<file path="src/rtl/screen_sequencer.sv">
// Game-phase sequencer: START/PLAY/WIN/LOSE with screen changes committed only at vblnk rise.
// Also times the end screens in displayed frames and keeps saturating win/loss tallies.
module screen_sequencer #(
    parameter int unsigned END_HOLD_FRAMES = 180,
    parameter int unsigned MIN_SKIP_FRAMES = 30
) (
    input  logic       clk_i,
    input  logic       rst_i,
    input  logic       vblnk_i,
    input  logic       btn_start_i,
    input  logic       round_done_i,
    input  logic       round_win_i,
    output logic [1:0] screen_sel_o,
    output logic       round_active_o,
    output logic       screen_changed_o,
    output logic [3:0] wins_o,
    output logic [3:0] losses_o
);

    // Encoding equals the screen_sel code, so committing a screen is a plain copy.
    typedef enum logic [1:0] {
        ST_START = 2'd0,
        ST_PLAY  = 2'd1,
        ST_WIN   = 2'd2,
        ST_LOSE  = 2'd3
    } state_e;

    localparam logic [9:0] HOLD_LAST = 10'(END_HOLD_FRAMES - 1);
    localparam logic [9:0] MIN_SKIP  = 10'(MIN_SKIP_FRAMES);

    state_e     state_q, state_d;
    logic [1:0] screen_sel_q, screen_sel_d;
    logic       round_active_q, round_active_d;
    logic       screen_changed_q, screen_changed_d;
    logic [3:0] wins_q, wins_d;
    logic [3:0] losses_q, losses_d;
    logic [9:0] hold_q, hold_d;
    logic       vblnk_q;
    logic       btn_q;

    logic frame_tick;
    logic btn_rise;
    logic in_end_screen;

    assign frame_tick    = vblnk_i & ~vblnk_q;
    assign btn_rise      = btn_start_i & ~btn_q;
    assign in_end_screen = (state_q == ST_WIN) || (state_q == ST_LOSE);

    always_ff @(posedge clk_i) begin
        if (rst_i) begin
            state_q          <= ST_START;
            screen_sel_q     <= 2'd0;
            round_active_q   <= 1'b0;
            screen_changed_q <= 1'b0;
            wins_q           <= 4'd0;
            losses_q         <= 4'd0;
            hold_q           <= 10'd0;
            vblnk_q          <= 1'b1;
            btn_q            <= 1'b1;
        end else begin
            state_q          <= state_d;
            screen_sel_q     <= screen_sel_d;
            round_active_q   <= round_active_d;
            screen_changed_q <= screen_changed_d;
            wins_q           <= wins_d;
            losses_q         <= losses_d;
            hold_q           <= hold_d;
            vblnk_q          <= vblnk_i;
            btn_q            <= btn_start_i;
        end
    end

    always_comb begin
        state_d = state_q;
        case (state_q)
            ST_START: if (btn_rise) state_d = ST_PLAY;
            ST_PLAY:  if (round_done_i) state_d = round_win_i ? ST_WIN : ST_LOSE;
            ST_WIN, ST_LOSE: begin
                if ((frame_tick && (hold_q == HOLD_LAST)) ||
                    (btn_rise && (hold_q >= MIN_SKIP)))
                    state_d = ST_START;
            end
            default:  state_d = ST_START;
        endcase
    end

    always_comb begin
        screen_sel_d     = screen_sel_q;
        screen_changed_d = 1'b0;
        round_active_d   = (state_d == ST_PLAY);
        wins_d           = wins_q;
        losses_d         = losses_q;
        hold_d           = hold_q;

        // The pre-transition state is what gets shown; a same-cycle change waits a frame.
        if (frame_tick) begin
            screen_sel_d     = state_q;
            screen_changed_d = (state_q != screen_sel_q);
        end

        if ((state_q == ST_PLAY) && round_done_i) begin
            hold_d = 10'd0;
            if (round_win_i) begin
                if (wins_q != 4'hF) wins_d = wins_q + 4'd1;
            end else begin
                if (losses_q != 4'hF) losses_d = losses_q + 4'd1;
            end
        end else if (in_end_screen && frame_tick && (screen_sel_q == state_q) &&
                     (state_d == state_q)) begin
            hold_d = hold_q + 10'd1;
        end
    end

    assign screen_sel_o     = screen_sel_q;
    assign round_active_o   = round_active_q;
    assign screen_changed_o = screen_changed_q;
    assign wins_o           = wins_q;
    assign losses_o         = losses_q;

endmodule

</file>
<file path="config.mk">
export PLATFORM = sky130hd
export DESIGN_NAME = screen_sequencer
export DESIGN_NICKNAME = d
export VERILOG_FILES = /design/src/rtl/screen_sequencer.sv
export SDC_FILE = /design/constraint.sdc
export NUM_CORES = 1
export LEC_CHECK = 0
export BUFFER_PORTS_ARGS = -buffer_cell sky130_fd_sc_hd__buf_2
export CORE_MARGIN = 4
export CORE_UTILIZATION = 60
export DETAILED_ROUTE_END_ITERATION = 8
export PLACE_DENSITY = 0.9
export SKIP_LAST_GASP = 1
export SLEW_MARGIN = 15
export SYNTH_ARGS = -nofsm -noshare
export SYNTH_HDL_FRONTEND = slang
export SYNTH_SLANG_ARGS = --single-unit
</file>
<file path="constraint.sdc">
create_clock -name clk_i -period 5.4 [get_ports clk_i]
set_input_delay 0.54 -clock clk_i [delete_from_list [all_inputs] [get_ports clk_i]]
set_output_delay 0.54 -clock clk_i [all_outputs]
set_load 0.005 [all_outputs]
</file>
# Word-level counts from Yosys, hierarchy flattened
# Cells that the tools add are included.
[op_classes] add_sub_neg=3 n_mux=5 bitwise=6 n_eq_ne=10 n_reduce_logical=14 n_lt_le_gt_ge=1
[ops] op="10-bit by 1-bit adder with 10-bit output, second input constant" count=1
[ops] op="10-bit by 8-bit equality test with 1-bit output, second input constant" count=1
[ops] op="10-bit by 5-bit greater-or-equal comparator with 1-bit output, second input constant" count=1
[ops] op="4-bit by 1-bit adder with 4-bit output, second input constant" count=2
[ops] op="4-bit inequality test, second input constant" count=2
[ops] op="1-bit logical AND" count=6
[ops] op="2-bit two-way mux" count=3
[ops] op="2-bit one-hot mux with 3 select lines" count=1
[ops] op="3-bit AND reduction" count=2
[ops] op="2-bit OR reduction" count=3
[ops] op="2-bit by 1-bit equality test with 1-bit output, second input constant" count=2
[ops] op="2-bit equality test" count=2
[ops] op="2-bit equality test, second input constant" count=2
[ops] op="1-bit NOT" count=4
[ops] op="1-bit AND" count=2
[ops] op="2-bit zero test" count=1
[ops] op="1-bit logical OR" count=2
[ops] op="2-bit inequality test" count=1
[ops] op="1-bit two-way mux" count=1
[totals] out_inout_bits=12 elab_cells=48 regBits=26 input_bits=6

# Longest topological paths before layout
# Gate-level depths: netlist (run 1).
[depth] word_depth=8 mapped_depth=7 depth_no_buf=6

# Worst setup path after synthesis (run 1)
# No wires, ideal clock.
[synth_timing] path_type="register to register" from="register hold_q[0]" to="register hold_q[8]" stages_incl_launch_ff=8 synth_period_minus_slack_ps=1854 slack_ps=3546 setup_time_ps=70 t_arrival_ps=1785 cell_sequence="dfxtp_1 > inv_1 > ha_1 > o2111ai_1 > a32oi_2 > buf_6 > or4_1 > a21oi_1"
[synth_via] elab_chain_len=7 word_cells_on_any_way=10 classes_between="add/sub (1); order compare (1); eq/ne (2); mux (2); reduce/logical (4)"
[synth_lines] item="start, declared" line_no="37" rtl="logic [9:0] hold_q, hold_d;"
[synth_lines] item="start signal, assigned" line_no="67" rtl="hold_q <= hold_d;"
[synth_lines] item="10-bit by 5-bit greater-or-equal comparator with 1-bit output / 10-bit by 8-bit equality test with 1-bit output (equally long branches)" line_no="80, 79"
[synth_lines] item="1-bit logical AND, on equally long branches" line_no="80, 79"
[synth_lines] item="1-bit logical OR" line_no="79" rtl="if ((frame_tick && (hold_q == HOLD_LAST)) ||"
[synth_lines] item="2-bit two-way mux" line_no="79"
[synth_lines] item="2-bit one-hot mux with 3 select lines" line_no="75" rtl="case (state_q)"
[synth_lines] item="2-bit equality test" line_no="109" rtl="(state_d == state_q)) begin"
[synth_lines] item="1-bit logical AND" line_no="108" rtl="end else if (in_end_screen && frame_tick && (screen_sel_q == state_q) &&"
# Several ways; a longest one is shown, not always the timed one.
# A chain may end at the register's enable or synchronous reset.

# Worst setup path in the final report (run 1)
[layout_timing] from="register hold_q[0]" to="register hold_q[7]"
# The elaborated chain is that of the path after synthesis.

==> flow_summary.toml, run 1 <==
[placement]
gp_congestion = 0.7666
place_ws_ns = 3.038
port_buffers = 17
hpwl_um = 1835
place_inst = 177

[clock_tree]
hold_buffers = 0
insertion_delay_ns = 0.32
cts_sinks = 26
h-tree-depth = 1
ctsResizeCount = 0
postCtsSetupBuffers = 0
clk_path_buf_depth = 2
clk_pin_slew_worst_paths_ns = 0.14
cts_buffers = 3
cts_tree = "done"
cts_root_buf = "clkbuf_4"

[worst_setup_path]
r2r_start = "hold_q[0]"
startpoint_type = "flop"
r2r_end = "hold_q[7]"
cp_max_fo = 15
end_kind = "flop"
required_ns = 5.66
crit_arrival_ns = 2.32
critPathKind = "flop to flop"
rrSetupSlack_ns = 3.34
reg2reg_depth = 6

[synthesis]
yosysWarningCount = 0
yosys_register_bits = 26
synthArstFlopShare_pct = 0
synth_enable_flop_cells = 0
postSynthNetCount = 152
ys_types = 38
synth_area_per_cell_um2 = 9.269
postSynthCellCount = 142
ys.flop_type = "dfxtp_1"
netlist_area_mm2 = 0.001316
ys_seq_area_share_pct = 39.54

[finish]
layout_common_cells = "dfxtp_1 (26), buf_2 (17), nor2_1 (11), a21oi_1 (11), nand2_1 (10)"
drive_above_1_share_pct = 20.13
final_core_util_pct = 69.62
syn_to_final_growth_pct = 6.939
diodes = 0
final_common_cell = "dfxtp_1"
fin_nets = 165
final_cells = 181

[run]
max-cap-violations = 0

[detailed_routing]
avgViaCountPerCell = 6.000
routedWlPerCell_um = 13.73
ant_nets = 0
vias = 1086
drc = 0
drtIter0Drc = 24
drt_wl_total_um = 2486
first_pass_iters = 4

[die]
die-width_um = 54.84
rows = 16
fp.dieH_um = 54.84
io_pins = 18
start_util_pct = 65.10
core_mm2 = 0.002022
dieArea_mm2 = 0.003007

[global_route]
antenna_found_initial = 0
grt_pass1_wl_um = 4209
grt_pass1_vias = 984
overflow = 0
track_usage_pct = 18.78
grt_max_degree = 21

[worst_hold_path]
worstHoldStart = "vblnk_i"
worstHoldPathCells = 2
min_to = "vblnk_q"
hold_path.class = "input pin to flop"

[sta]
finalMaxSlewViolations = 0
rsz0062_at_grt = "no"
period_share_pct = 38.19
tns_ns = 0
period_needed_ns = 2.062
fin_ws_ns = 3.338
fmax_ghz = 0.4849
hold_violations = 0
tightestPinTransition_ns = 0.6358
setup_violations = 0
finClkSkew_ns = 0.005370
max-slew-margin-rel_pct = 57.61

[power_and_ir_drop]
peakVddDrop_mv = 0.2107
power_density_mw_per_mm2 = 239.9
power_leakage_nw = 0.5247

[outcome]
status = "finished, final reports clean"
==> stage by stage <==
step | hold WS [ns] | cell area, um^2 | total power, mW
floorplan | 0.4544 | 1316 | 0.2416
global placement | 0.4716 | 1371 | 0.2418
detailed placement | 0.4792 | 1371 | 0.2442
CTS | 0.3918 | 1408 | 0.3408
global route | 0.3837 | 1408 | 0.3539
finish | 0.4031 | 1408 | 0.3377
==> worst max path at each step <==
stage | start | endpoint | slack, ns | cells after the start
after CTS | hold_q[0] | hold_q[7] | 3.34 | 6
final | hold_q[0] | hold_q[7] | 3.34 | 6
after global routing | hold_q[0] | hold_q[7] | 3.21 | 6
after detailed placement | vblnk_i | hold_q[7] | 3.04 | 5
after global placement | vblnk_i | hold_q[7] | 3.16 | 5
after floorplan | hold_q[0] | hold_q[8] | 3.55 | 7
==> sequential cells by signal, summed over array words and instances (netlist names) <==
signal and cells:
btn_q 1, hold_q 10, losses_o 4, round_active_o 1
screen_changed_o 1, screen_sel_o 2, state_q 2, vblnk_q 1
wins_o 4
==> metal layers <==
| metal | part of all wire [%] | vias to the layer above | track usage [%] | wire length, um |
|---|---|---|---|---|
| met5 | 0 | - | 0 | 0 |
| met4 | 0 | 0 | 3.320 | 0 |
| met3 | 4.5 | 0 | 4.632 | 113 |
| met2 | 50 | 27 | 33.07 | 1240 |
| met1 | 45 | 511 | 23.01 | 1131 |
| li1 | - | 548 | - | - |
==> cells in the mapped netlist (2+ instances only) <==
cell type	count	area share, %
or3_1	4	1.9
buf_6	2	1.7
and4_1	3	2.0
nor4b_1	2	1.3
ha_1	4	3.8
nand2_1	10	2.9
or4_1	6	3.4
clkbuf_1	4	1.1
nand4_1	5	2.4
xnor2_1	2	1.3
nor2b_1	2	0.95
or2_2	3	1.4
o31ai_1	6	3.4
xor2_1	5	3.3
a21oi_1	11	4.2
mux2i_1	7	5.3
and3_1	2	0.95
dfxtp_1	26	40
nand3_1	9	3.4
nor2_1	11	3.1
==> area by class of cell <==
cell class / count / area (um^2)
multi-input combinational: 106 / 728.2
fill: 160 / 614.3
sequential: 26 / 520.5
timing repair buffer: 17 / 85.08
clock buffer: 4 / 36.28
tap: 27 / 33.78
inverter: 1 / 3.754
==> power by group <==
part / internal, mW / total (mW) / switching [mW] / leakage [nW]
Combinational: 0.0163 / 0.0384 / 0.0221 / 0.293
Clock: 0.0412 / 0.0978 / 0.0565 / 0.0210
Sequential: 0.196 / 0.202 / 0.00527 / 0.210
Total: 0.254 / 0.338 / 0.0839 / 0.525
==> worst max-delay path, stage by stage, from the launching register on <==
cell	delay, ns
dfxtp_1	0.42
inv_1	0.08
ha_1	0.19
o2111ai_1	0.27
a32oi_2	0.32
or4_1	0.57
a21oi_1	0.16
==> kinds of logic after synthesis <==
| family | share of synthesized area [%] |
|---|---|
| AOI/OAI and AO/OA | 11.98 |
| muxes | 5.323 |
| adders and majority gates | 3.802 |
| DFF | 39.54 |
| and+or+nand+nor | 29.56 |
| xor gates and xnor gates | 4.658 |
| buffers and inverters | 5.132 |
Power figures use the tool's default switching activity.
==> run 2: changes to the inputs <==
--- a/config.mk
+++ b/config.mk
@@ -7,9 +7,9 @@
 export LEC_CHECK = 0
 export BUFFER_PORTS_ARGS = -buffer_cell sky130_fd_sc_hd__buf_2
 export CORE_MARGIN = 4
-export CORE_UTILIZATION = 60
+export CORE_UTILIZATION = 55
 export DETAILED_ROUTE_END_ITERATION = 8
-export PLACE_DENSITY = 0.9
+export PLACE_DENSITY = 0.84
 export SKIP_LAST_GASP = 1
 export SLEW_MARGIN = 15
 export SYNTH_ARGS = -nofsm -noshare
==> constraint.sdc (replaced) <==
create_clock -name clk_i -period 1.9 [get_ports clk_i]
set_input_delay 0.19 -clock clk_i [delete_from_list [all_inputs] [get_ports clk_i]]
set_output_delay 0.19 -clock clk_i [all_outputs]
set_load 0.005 [all_outputs]
==> run 2 against run 1 <==
  * Routed wire length rose by 18%
  * Fmax increased by 13%
  * Clock skew decreased by 0.0032 ns
  * Sequential power grew to 2.8 times the previous value
  * Clock-buffer cell count stayed put
  * Global-route usage down 1.2 points
  * First-iteration DRC count shrank 17%
  * Cell count increased by 4.4%
  * Design area up 8.1%
  * Critical endpoint is now hold_q[0]
  * Largest cell class unchanged
==> flow_summary.toml, run 2 (synthesized netlist as in run 1, its figures left out) <==
[sta]
finalMaxSlewViolations = 0
rsz0062_at_grt = "yes"
tightestPinTransition_ns = 0.4595
max-slew-margin-rel_pct = 69.20
fmax_ghz = 0.5482
finClkSkew_ns = 0.002202
hold_violations = 0
period_needed_ns = 1.824
period_share_pct = 96.01
setup_violations = 0

[finish]
largest_register_ffs = 10
drive_above_1_share_pct = 27.33
layout_common_cells = "dfxtp_1 (25), buf_2 (17), nor2_1 (11), a21oi_1 (11), nand2_1 (10)"
final_common_cell = "dfxtp_1"
diodes = 0
top_register = "hold_q"
syn_to_final_growth_pct = 15.59
fin_nets = 172
finalInstanceArea_mm2 = 0.001521
final_core_util_pct = 67.48
final_cells = 189

[power_and_ir_drop]
p_clk_share_pct = 28.6
power_density_mw_per_mm2 = 659.6
seqPwrFrac_pct = 56.5
power_leakage_nw = 0.5599
switching_share_pct = 26.32
p_comb_share_pct = 14.9
p_int_mw = 0.7394
p_sw_mw = 0.2641
peakVddDrop_mv = 0.4534

[detailed_routing]
routedWlPerCell_um = 15.48
avgViaCountPerCell = 6.175
drtIter0Drc = 20
first_pass_iters = 4
ant_nets = 0
vias = 1167
drc = 0
drt_wl_total_um = 2925

[clock_tree]
insertion_delay_ns = 0.33
cts_sinks = 26
clk_pin_slew_worst_paths_ns = 0.14
cts_root_buf = "clkbuf_4"
cts_tree = "done"
h-tree-depth = 1
clk_path_buf_depth = 2
cts_buffers = 3

[global_route]
grt_util_met3_pct = 2.759
grt_max_degree = 21
overflow = 0
grt_busiest_layer = "met2"
grt_pass1_vias = 1092
track_usage_pct = 17.62
grt_pass1_wl_um = 4685
use_met1_pct = 20.56
use_met2_pct = 30.67
antenna_found_initial = 0

[die]
io_pins = 18
start_util_pct = 58.38
dieArea_mm2 = 0.003240
fp.dieH_um = 56.92
core_mm2 = 0.002255
die-width_um = 56.92
rows = 17

[worst_setup_path]
r2r_start = "hold_q[0]"
startpoint_type = "flop"
crit_arrival_ns = 2.08
critPathKind = "flop to flop"
cp_max_fo = 7
end_kind = "flop"
required_ns = 2.16
r2r_end = "hold_q[0]"
setup.worst_path.end = "hold_q[0]"
cp-startpoint = "hold_q[0]"
reg2reg_depth = 6
rrSetupSlack_ns = 0.08

[placement]
placed_area_mm2 = 0.001410
hpwl_um = 1900
port_buffers = 17
place_inst = 183
gp_congestion = 0.8504

[outcome]
status = "finished, final reports clean"

[run]
max-cap-violations = 0

[worst_hold_path]
hold_path.class = "input pin to flop"
[run 2: routing by layer]
| metal | wire [um] | vias to the layer above |
|---|---|---|
| li1 | - | 565 |
| met1 | 1262 | 552 |
| met2 | 1434 | 46 |
| met3 | 174 | 4 |
| met4 | 54 | 0 |
| met5 | 0 | - |
[run 2: worst min-delay path by stage]
| stage | cells after the start | slack [ns] | to | from |
|---|---|---|---|---|
| final | 2 | 0.05 | vblnk_q | vblnk_i |
| after CTS | 2 | 0.04 | vblnk_q | vblnk_i |
| after floorplan | 1 | 0.30 | btn_q | btn_start_i |
| after global placement | 2 | 0.38 | vblnk_q | vblnk_i |
| after detailed placement | 2 | 0.39 | vblnk_q | vblnk_i |
| after global routing | 2 | 0.06 | btn_q | btn_start_i |
[run 2: metrics by stage]
stage               TNS (ns)  hold slack [ns]  total power, mW  setup slack (ns)
floorplan                  0           0.2966           0.6866           0.04553
global placement           0           0.3850           0.6950           0.05385
detailed placement  -0.04641           0.3919           0.7011          -0.01809
CTS                        0          0.04071           0.9904           0.04398
global route        -0.02547          0.05501            1.039          -0.02418
finish                     0          0.04862            1.004           0.07574
[run 2: power groups by stage]
| stage | registers, mW | logic (mW) | clock network, mW |
|---|---|---|---|
| finish | 0.567 | 0.150 | 0.287 |
| global route | 0.569 | 0.161 | 0.309 |
| CTS | 0.567 | 0.132 | 0.292 |
| detailed placement | 0.578 | 0.123 | 0 |
| global placement | 0.578 | 0.117 | 0 |
| floorplan | 0.578 | 0.109 | 0 |
[run 2: worst max-delay path: stages, from the launching register on]
cell       delay, ns
dfxtp_2         0.36
inv_1           0.05
ha_1            0.22
o2111ai_4       0.27
a32oi_2         0.26
nor3_2          0.36
mux2i_1         0.23
[run 2: what timing repair did]
action | CTS | global route
cloned | 0 | 1
gates resized for setup | 2 | 6
pin swaps | 0 | 8
endpoints found under the setup margin | 10 | 10
hold buffers | 0 | 0
buffers inserted | 0 | 1
[run 2: final cells by class]
cell class	count	area, um^2
Sequential cell	26	521.8
Tap cell	28	35.03
Clock buffer	4	36.28
Multi-Input combinational cell	107	794.5
Inverter	1	3.754
Fill cell	192	733.2
Timing Repair Buffer	23	130.1
==> run 3: changes to the inputs <==
--- a/config.mk
+++ b/config.mk
@@ -7,9 +7,9 @@
 export LEC_CHECK = 0
 export BUFFER_PORTS_ARGS = -buffer_cell sky130_fd_sc_hd__buf_2
 export CORE_MARGIN = 4
-export CORE_UTILIZATION = 55
+export CORE_UTILIZATION = 60
 export DETAILED_ROUTE_END_ITERATION = 8
-export PLACE_DENSITY = 0.84
+export PLACE_DENSITY = 0.83
 export SKIP_LAST_GASP = 1
 export SLEW_MARGIN = 15
 export SYNTH_ARGS = -nofsm -noshare
==> constraint.sdc (replaced) <==
create_clock -name clk_i -period 2.2 [get_ports clk_i]
set_input_delay 0.22 -clock clk_i [delete_from_list [all_inputs] [get_ports clk_i]]
set_output_delay 0.22 -clock clk_i [all_outputs]
set_load 0.005 [all_outputs]
==> run 3 against run 2 <==
  * Setup slack better by 0.050 ns
  * First-iteration DRC count up 10%
  * Global-route usage up 2.6 points
  * Non-clock buffer count down 5
==> flow_summary.toml, run 3 (synthesized netlist as in run 1, its figures left out) <==
[power_and_ir_drop]
seqPwrFrac_pct = 53.5
switching_share_pct = 23.27
power_density_mw_per_mm2 = 640.0
p_sw_mw = 0.2158
peakVddDrop_mv = 0.5144
p_clk_share_pct = 35.3
power_leakage_nw = 0.5382
p_int_mw = 0.7116
p_comb_share_pct = 11.2

[worst_hold_path]
hold_path.class = "input pin to flop"

[clock_tree]
insertion_delay_ns = 0.32
ctsResizeCount = 0
hold_buffers = 0
cts_tree = "done"
h-tree-depth = 1
clk_pin_slew_worst_paths_ns = 0.14
postCtsSetupBuffers = 0
cts_buffers = 3
clk_path_buf_depth = 2
cts_sinks = 26
cts_root_buf = "clkbuf_4"

[detailed_routing]
ant_nets = 0
top_layer_used = "met4"
wl_met3_um = 94
drt_wl_total_um = 2654
routedWlPerCell_um = 14.58
drc = 0
vias = 1110
first_pass_iters = 4
avgViaCountPerCell = 6.099
wl_met2_um = 1395
wl_met1_um = 1112
drtIter0Drc = 22

[die]
die-width_um = 54.84
io_pins = 18
rows = 16
fp.dieH_um = 54.84
core_mm2 = 0.002022
start_util_pct = 65.10
dieArea_mm2 = 0.003007

[worst_setup_path]
end_kind = "flop"
crit_arrival_ns = 2.33
required_ns = 2.46
cp_max_fo = 15
startpoint_type = "flop"
critPathKind = "flop to flop"

[sta]
period_share_pct = 94.29
max-slew-margin-rel_pct = 62.67
tightestPinTransition_ns = 0.5583
fmax_ghz = 0.4821
period_needed_ns = 2.074
tns_ns = 0
fin_ws_ns = 0.1257
finClkSkew_ns = 0.006134
setup_violations = 0
hold_violations = 0
finalMaxSlewViolations = 0

[run]
max-cap-violations = 0

[global_route]
grt_pass1_vias = 1009
antenna_found_initial = 0
grt_pass1_wl_um = 4388
grt_max_degree = 21
track_usage_pct = 20.23
overflow = 0

[placement]
gp_congestion = 0.8073
place_ws_ns = 0.1275
placed_area_mm2 = 0.001379
place_inst = 178
hpwl_um = 1930
port_buffers = 17

[finish]
final_common_cell = "dfxtp_1"
top_register = "hold_q"
largest_register_ffs = 10
syn_to_final_growth_pct = 10.08
finalInstanceArea_mm2 = 0.001449
regArea_um2 = 520.5
multi_input_area_um2 = 745.7
layout_common_cells = "dfxtp_1 (26), buf_2 (17), nor2_1 (11), a21oi_1 (11), nand2_1 (10)"
drive_above_1_share_pct = 21.29
fin_nets = 166
fillCellCount = 160
final_cells = 182
diodes = 0

[outcome]
status = "finished, final reports clean"
==> run 3: power by group through the flow <==
stage / sequential, mW / clock, mW / combinational (mW)
after floorplan: 0.499 / 0 / 0.0940
after global placement: 0.505 / 0 / 0.0915
after detailed placement: 0.505 / 0 / 0.0960
after CTS: 0.495 / 0.336 / 0.0966
after global routing: 0.499 / 0.354 / 0.116
final: 0.496 / 0.327 / 0.104
==> run 3: path summary, 6_finish.rpt <==
check	from	to	slack, ns	cells after the start
worst max-delay path	hold_q[0]	hold_q[8]	0.13	6
worst min-delay path	vblnk_i	vblnk_q	0.09	2
worst max register to register	hold_q[0]	hold_q[8]	0.13	6
worst min register to register	hold_q[9]	hold_q[9]	0.50	2
==> run 3: routing by layer <==
layer  track usage, %  vias to the layer above
li1                 -                      551
met1            24.59                      525
met2            33.46                       30
met3            2.997                        4
met4            11.62                        0
met5                0                        -
==> run 3: layout make-up <==
class	count	area share, %
Timing Repair Buffer	18	6.390
Clock buffer	3	1.554
Clock inverter	1	2.073
Inverter	1	0.2591
Tap cell	27	2.332
Sequential cell	26	35.92
Multi-Input combinational cell	106	51.47
==> run 3: critical path, stage by stage, from the launching register on <==
cell	delay (ns)
dfxtp_1	0.41
inv_1	0.07
ha_1	0.19
o2111ai_1	0.36
a32oi_4	0.26
or4_1	0.56
a21oi_1	0.16
==> run 3: per-stage QoR <==
stage | total power [mW] | hold WS [ns] | util, %
after floorplan | 0.5930 | 0.3266 | -
after detailed placement | 0.6011 | 0.4257 | 68.19
after global routing | 0.9693 | 0.07882 | 71.66
after CTS | 0.9274 | 0.07082 | 70.79
after global placement | 0.5961 | 0.4166 | 68.19
final | 0.9273 | 0.08513 | 71.66
